==> config.mk <==
export PLATFORM = sky130hd
export DESIGN_NAME = seven_seg_scanner
export DESIGN_NICKNAME = d
export VERILOG_FILES = /design/src/rtl/seven_seg_scanner.sv
export SDC_FILE = /design/constraint.sdc
export NUM_CORES = 1
export LEC_CHECK = 0
export CAP_MARGIN = 20
export CORE_UTILIZATION = 35
export CTS_BUF_LIST = sky130_fd_sc_hd__clkbuf_4 sky130_fd_sc_hd__clkbuf_8
export CTS_CLUSTER_DIAMETER = 200
export DETAILED_ROUTE_END_ITERATION = 8
export PLACE_DENSITY = 0.55
export SLEW_MARGIN = 20
export SYNTH_ARGS = -nofsm -noshare
export SYNTH_HDL_FRONTEND = slang
export SYNTH_SLANG_ARGS = --single-unit
==> constraint.sdc <==
create_clock -name clk -period 3.6 [get_ports clk]
set_input_delay 0.54 -clock clk [delete_from_list [all_inputs] [get_ports clk]]
set_output_delay 0.54 -clock clk [all_outputs]
set_load 0.01 [all_outputs]
==> src/rtl/seven_seg_scanner.sv <==
// seven_seg_scanner
// Time-multiplexes a sign and three BCD digits onto a 4-digit common-anode
// seven-segment display. Digit 3 (leftmost) shows the sign, and digits 2..0
// show left/middle/right. All inputs are snapshotted once per frame, at the
// slot-3 -> slot-0 transition, so a single scan never mixes old and new values.
// Outputs are registered and change only on refresh ticks.
module seven_seg_scanner #(
  parameter int unsigned REFRESH_DIV = 100000
) (
  input  logic       clk,
  input  logic       rst_n,
  input  logic       sign,
  input  logic [3:0] left_digit,
  input  logic [3:0] middle_digit,
  input  logic [3:0] right_digit,
  input  logic       lz_blank,
  output logic [3:0] anode,
  output logic [6:0] seg,
  output logic       frame_start
);

  localparam int unsigned CNT_W = (REFRESH_DIV > 2) ? $clog2(REFRESH_DIV) : 1;
  localparam logic [CNT_W-1:0] CNT_MAX = CNT_W'(REFRESH_DIV - 1);

  localparam logic [6:0] SEG_MINUS = 7'b0111111;
  localparam logic [6:0] SEG_BLANK = 7'b1111111;

  logic [CNT_W-1:0] cnt_q, cnt_d;
  logic [1:0]       idx_q, idx_d;
  logic             snap_sign_q, snap_sign_d;
  logic [3:0]       snap_left_q, snap_left_d;
  logic [3:0]       snap_mid_q, snap_mid_d;
  logic [3:0]       snap_right_q, snap_right_d;
  logic             snap_lz_q, snap_lz_d;
  logic [3:0]       anode_q, anode_d;
  logic [6:0]       seg_q, seg_d;
  logic             frame_start_q, frame_start_d;
  logic             tick;

  // Active-low {g,f,e,d,c,b,a} pattern; codes 10..15 render as blank.
  function automatic logic [6:0] bcd_to_seg(input logic [3:0] d);
    logic [6:0] s;
    case (d)
      4'd0:    s = 7'b1000000;
      4'd1:    s = 7'b1111001;
      4'd2:    s = 7'b0100100;
      4'd3:    s = 7'b0110000;
      4'd4:    s = 7'b0011001;
      4'd5:    s = 7'b0010010;
      4'd6:    s = 7'b0000010;
      4'd7:    s = 7'b1111000;
      4'd8:    s = 7'b0000000;
      4'd9:    s = 7'b0010000;
      default: s = SEG_BLANK;
    endcase
    return s;
  endfunction

  // Next-state logic for refresh counter, slot index, snapshot and outputs.
  // Outputs are computed from the *next* slot and *next* snapshot so that
  // slot 0 shows the values captured on the same tick edge.
  always_comb begin
    tick          = (cnt_q == CNT_MAX);
    cnt_d         = tick ? '0 : cnt_q + CNT_W'(1);
    idx_d         = idx_q;
    snap_sign_d   = snap_sign_q;
    snap_left_d   = snap_left_q;
    snap_mid_d    = snap_mid_q;
    snap_right_d  = snap_right_q;
    snap_lz_d     = snap_lz_q;
    anode_d       = anode_q;
    seg_d         = seg_q;
    frame_start_d = 1'b0;

    if (tick) begin
      idx_d = idx_q + 2'd1;
      if (idx_q == 2'd3) begin
        snap_sign_d   = sign;
        snap_left_d   = left_digit;
        snap_mid_d    = middle_digit;
        snap_right_d  = right_digit;
        snap_lz_d     = lz_blank;
        frame_start_d = 1'b1;
      end

      anode_d = ~(4'b0001 << idx_d);
      case (idx_d)
        2'd3: seg_d = snap_sign_d ? SEG_MINUS : SEG_BLANK;
        2'd2: seg_d = (snap_lz_d && snap_left_d == 4'd0) ? SEG_BLANK
                                                          : bcd_to_seg(snap_left_d);
        2'd1: seg_d = (snap_lz_d && snap_left_d == 4'd0 && snap_mid_d == 4'd0)
                      ? SEG_BLANK : bcd_to_seg(snap_mid_d);
        default: seg_d = bcd_to_seg(snap_right_d);
      endcase
    end
  end

  // State registers; reset parks idx at 3 so the first tick selects slot 0.
  always_ff @(posedge clk or negedge rst_n) begin
    if (!rst_n) begin
      cnt_q         <= '0;
      idx_q         <= 2'd3;
      snap_sign_q   <= 1'b0;
      snap_left_q   <= 4'd0;
      snap_mid_q    <= 4'd0;
      snap_right_q  <= 4'd0;
      snap_lz_q     <= 1'b0;
      anode_q       <= 4'b1111;
      seg_q         <= SEG_BLANK;
      frame_start_q <= 1'b0;
    end else begin
      cnt_q         <= cnt_d;
      idx_q         <= idx_d;
      snap_sign_q   <= snap_sign_d;
      snap_left_q   <= snap_left_d;
      snap_mid_q    <= snap_mid_d;
      snap_right_q  <= snap_right_d;
      snap_lz_q     <= snap_lz_d;
      anode_q       <= anode_d;
      seg_q         <= seg_d;
      frame_start_q <= frame_start_d;
    end
  end

  assign anode       = anode_q;
  assign seg         = seg_q;
  assign frame_start = frame_start_q;

endmodule

# After elaboration in Yosys (flattened, before gate mapping)
# Memory sizes are Yosys's and may differ from the RTL's.
# Index checks and enable logic that the tools add are counted.
dict set report op_classes {
  n_addsub 2
  n_mux 17
  bitwise_logic 1
  eq_ne 5
  n_reduce_logical 4
  shifts 1
}
# cell count
set ops {}
lappend ops {{4-bit two-way mux} 6}
lappend ops {{7-bit two-way mux} 3}
lappend ops {{7-bit one-hot mux with 3 select lines} 1}
lappend ops {{17-bit by 1-bit adder with 17-bit output (second input constant)} 1}
lappend ops {{17-bit equality test (second input constant)} 1}
lappend ops {{17-bit two-way mux} 1}
lappend ops {{4-bit zero test} 2}
lappend ops {{2-bit equality test (second input constant)} 3}
lappend ops {{1-bit two-way mux} 6}
lappend ops {{4-bit inverter} 1}
lappend ops {{1-bit by 2-bit << shifter with 4-bit output (first input constant)} 1}
lappend ops {{2-bit by 1-bit adder with 2-bit output (second input constant)} 1}
lappend ops {{2-bit by 1-bit equality test with 1-bit output (second input constant)} 1}
lappend ops {{1-bit logical AND} 2}
dict set report word_totals {
  mem_bits_ro 336
  memories 3
  elab_cells 43
  in_bits 16
  output_inout_bits 12
  ff_bits 45
}
# name depth width read_ports rd_clocked_by_memory_dff write_ports line
set mem_list {}
lappend mem_list {{(name not given)} 16 7 1 0 0 43} ;# case (d)
lappend mem_list {{(name not given)} 16 7 1 0 0 43}
lappend mem_list {{(name not given)} 16 7 1 0 0 43}

# Longest topological paths before layout
dict set report depth {
  ltp_word 8
  depth_mapped 13
  ltp_nobuf 9
}

# Least setup slack after synthesis
# No wires, ideal clock.
dict set report synth_path {
  kind {register to register}
  from {register idx_q[0]}
  to {register seg_q[4] (netlist: seg[4])}
  stages_incl_launch_ff 13
  required_time_ns 3.528
  path_buffers 4
  arrival_ns 2.477
  setup_slack_ns 1.051
  period_less_slack_ns 2.549
  setup_ns 0.072
  path_cell_list {dfstp_2 ha_1 buf_6 buf_6 buf_2 buf_2 mux2i_1 inv_1 ha_1 mux2i_1 o21ai_0 a21o_1 o21ai_1}
}
dict set report synth_via {
  elab_chain_len 8
  elab_cells_between_ends 23
  classes_between {add/sub (1); eq/ne (4); mux (11); reduce/logical (4); memory (3)}
}
# item line
set synth_lines {}
lappend synth_lines {{start: declaration} 29} ;# logic [1:0] idx_q, idx_d;
lappend synth_lines {{start signal: assignment} 113} ;# idx_q <= idx_d;
lappend synth_lines {{parallel branches: the longest is 7 deep, another holds memory 16 x 7 bit} -}
lappend synth_lines {{7-bit one-hot mux with 3 select lines (*)} 87} ;# case (idx_d)
lappend synth_lines {{end signal: assignment} 120} ;# seg_q <= seg_d;
lappend synth_lines {{end: declaration} 36} ;# logic [6:0] seg_q, seg_d;
# Mark *: on every way between the ends. The select of a mux whose other input is x is not followed.
# A chain may end at the register's enable or synchronous reset.

# Worst setup path in the final report
dict set report layout_path {
  from {register idx_q[0]}
  to {register seg_q[1] (netlist: seg[1])}
}
# Same word-level chain as after synthesis.

==> reports/results.ini <==
[outcome]
outcome=complete, no violations

[setup_path]
critical_path_class=flip-flop to flip-flop
maximum_fanout_along_the_worst_path=14
r2r-start=idx_q[0]
critical_path.reg2reg.endpoint=seg[1]
worst_r2r_path_depth=7
crit_chain=ha_1, buf_4, mux2i_2, nand2_2, a311o_1, o41ai_1, mux2i_1
cp_slowest_cell=sky130_fd_sc_hd__dfstp_2
cp-end-kind=flip-flop
critPathArrivalTime_ns=3.16
regToRegSetupSlack_ns=0.66
worst_ep_required_time_ns=3.82
worstSetupStartpointType=flip-flop
critical_path.max_stage_delay_ns=0.59
worst_setup_path_startpoint=idx_q[0]

[pwr]
seq_power_share=0.566
share_clk_of_total_power=0.395
netSwitchingFraction=0.2297
total_switching_power_w=0.0002017
irDropWorstVdd_v=0.0002157
power.static_leakage_nw=1.351
power_per_cell_area_mw_per_mm2=272.2
internal-power_w=0.0006762
pwr-share-comb=0.039

[timing]
setup_viol=0
finalClockSkew_ns=0.006917
peak_freq_ghz=0.3400
grt_setup_unrepaired=no
holdWs_ns=0.2229
worst_slew_margin_rel=0.6088
worst-slew-pin-transition_ns=0.5806
timing.final.max_slew_violations=0
final_period_minus_worst_setup_slack_ns=2.941
totalNegativeSetupSlack_ns=0
timing.final.hold_violations=0
final_min_period_over_clock_period=0.8170

[routing]
final_antenna_net_count=0
detail_route.iter0.violations=96
post_drt_via_cell_ratio=5.176
finalWirelength_um=6280
drt_pass1_iterations=4
detail_route.drc_violations=0
drt-wirelength-per-cell_um=14.95
num_vias=2174

[clock_tree]
clock_tree.htree_level_count=2
cts_tree=built
postCtsSetupBuffers=0
cts_num_sinks=44
clockRootBuffer=sky130_fd_sc_hd__clkbuf_8
cts_hold_buffers=0
cts-resized-gates=0
cts_inserted_buffers=5
path_clk_slew_ns=0.09
worst_skew_pair.late_latency_ns=0.30
max-clock-path-buffers=2

[logic_synthesis]
synth_edf_count=0
synthArstFlopShare=1.000
netlist_instances=289
synth.yosys.seq_area_share=0.4050
netlist_area_mm2=0.002759
netlist_top_cells_count=sky130_fd_sc_hd__nand2_1, sky130_fd_sc_hd__dfrtp_1, sky130_fd_sc_hd__nor2_1, sky130_fd_sc_hd__o21ai_0, sky130_fd_sc_hd__ha_1
yosys_register_bits=44
synth.distinct_cells=52
synthFlopType=sky130_fd_sc_hd__dfrtp_1
ys_top_cells_by_area=sky130_fd_sc_hd__dfrtp_1, sky130_fd_sc_hd__dfstp_2, sky130_fd_sc_hd__ha_1
syn-num-nets=322
yosys.area.top_type=sky130_fd_sc_hd__dfrtp_1
ys.warnings.count=0
synthDominantCellAreaShare=0.2812
syn_area_per_cell_um2=9.546
yosysMostFrequentCell=sky130_fd_sc_hd__nand2_1

[floorplanning]
floorplan.initialDensity=0.3589
num_rows=32
horizontal_die_dimension_um=90.79
pin_count=28
die-area_mm2=0.008242
design.core.area_mm2=0.007687
die_height_um=90.79

[grt]
number_of_global_route_vias_before_repair=2082
grt_use_total=0.1605
globalRouteOverflowTotal=0
grt_max_degree=45
number_of_antenna_violations_at_the_first_check_in_global_routing=0
grt_pass1_wl_um=10420

[placement]
detailedPlacementHpwl_um=4519
portBuffers=27
gp_congestion=0.8532

[flow_run]
cap_violations=0

[finish]
layout.filler_cells=774
finalNetCount=350
area_growth_from_synthesis_to_final_layout_pct=16.92
post_route_cells_drive_above_1_share=0.1258
num_antenna_cells=0

[worst_hold_path]
timing.hold.worst.class=input port to async pin

==> routing by layer <==
layer  global-route usage  wire length [µm]
met1               0.2145              3054
met2               0.2569              2859
met3              0.03451               253
met4              0.05423               113
met5                    0                 0
==> cell families after synthesis <==
kind of cell,after synthesis,synth area share
DFF,44,0.4050
AOI/OAI and AO/OA,64,0.1433
and+or+nand+nor,99,0.1796
xor gates and xnor gates,16,0.05080
muxes,25,0.1043
buffers and inverters,24,0.03991
adders and majority gates,17,0.07710
==> cell usage in the layout, fill, tap and decap left out, types with 3 or more instances in the layout <==
master                            count
sky130_fd_sc_hd__nand2_1             32
sky130_fd_sc_hd__dfrtp_1             31
sky130_fd_sc_hd__clkdlybuf4s50_1     26
sky130_fd_sc_hd__nor2_1              18
sky130_fd_sc_hd__o21ai_0             18
sky130_fd_sc_hd__ha_1                17
sky130_fd_sc_hd__mux2i_1             13
sky130_fd_sc_hd__dfstp_2             13
sky130_fd_sc_hd__a21oi_1             12
sky130_fd_sc_hd__inv_1               11
sky130_fd_sc_hd__nand3_1             10
sky130_fd_sc_hd__xor2_1               9
sky130_fd_sc_hd__nor3_1               8
sky130_fd_sc_hd__xnor2_1              7
sky130_fd_sc_hd__o21ai_1              6
sky130_fd_sc_hd__clkbuf_8             6
sky130_fd_sc_hd__mux2_2               5
sky130_fd_sc_hd__nand2b_1             5
sky130_fd_sc_hd__a211oi_1             5
sky130_fd_sc_hd__buf_4                5
sky130_fd_sc_hd__nand4_1              4
sky130_fd_sc_hd__o211ai_1             4
sky130_fd_sc_hd__mux2i_2              3
sky130_fd_sc_hd__nor4_1               3
sky130_fd_sc_hd__and3_1               3
sky130_fd_sc_hd__nor4b_1              3
sky130_fd_sc_hd__and2_1               3
sky130_fd_sc_hd__o31ai_1              3
sky130_fd_sc_hd__nand3b_1             3
==> per-stage QoR <==
step	setup slack [ns]	std cells	cell area (µm²)	util	total power, W
final	0.6587	420	3226	0.4196	0.0008779
after global routing	0.4375	420	3226	0.4196	0.0009154
after CTS	0.6543	420	3223	0.4193	0.0008859
after detailed placement	0.6806	412	3126	0.4066	0.0005407
after global placement	0.7664	412	3126	0.4066	0.0005410
after floorplan	1.051	289	2759	-	0.0005106
==> critical path, delay by kind of cell (launching register included) <==
| family | cells | cell delay (ns) |
|---|---|---|
| adder cells (fa/ha/maj) | 1 | 0.50 |
| AO/OA/AOI/OAI | 2 | 0.81 |
| multiplexers | 2 | 0.55 |
| flip-flops | 1 | 0.59 |
| AND/OR/NAND/NOR | 1 | 0.10 |
| buffers and inverters | 1 | 0.31 |
==> worst max path at each step <==
stage | endpoint | slack [ns] | depth (start not counted)
global placement | seg[1] | 0.77 | 7
detailed placement | seg[1] | 0.68 | 7
CTS | seg[1] | 0.65 | 7
global route | seg[1] | 0.44 | 8
floorplan | seg[4] | 1.05 | 12
finish | seg[1] | 0.66 | 7
==> cell type report <==
cell class | count | area (µm²) | share of cell area
timing repair buffer | 31 | 297.8 | 0.09232
clock buffer | 7 | 90.09 | 0.02793
tap | 102 | 127.6 | 0.03957
multi-input combinational | 221 | 1531 | 0.4748
inverter | 14 | 53.80 | 0.01668
clock inverter | 1 | 7.507 | 0.002327
sequential | 44 | 1117 | 0.3464
==> flip-flops by register name, summed over array words and instances (netlist names) <==
register	flops
snap_mid_q	4
cnt_q	17
frame_start	1
snap_lz_q	1
snap_right_q	3
anode	4
snap_left_q	4
seg	7
snap_sign_q	1
idx_q	2
==> power by group through the flow <==
stage          Sequential (W)  Clock (W)  Combinational, W
2_1_floorplan        0.000505          0        0.00000519
3_3_place_gp         0.000506          0         0.0000353
3_5_place_dp         0.000506          0         0.0000350
4_1_cts              0.000497   0.000354         0.0000353
5_1_grt              0.000497   0.000380         0.0000382
6_report             0.000497   0.000347         0.0000342
No activity file was read; power rests on OpenSTA's default activity.
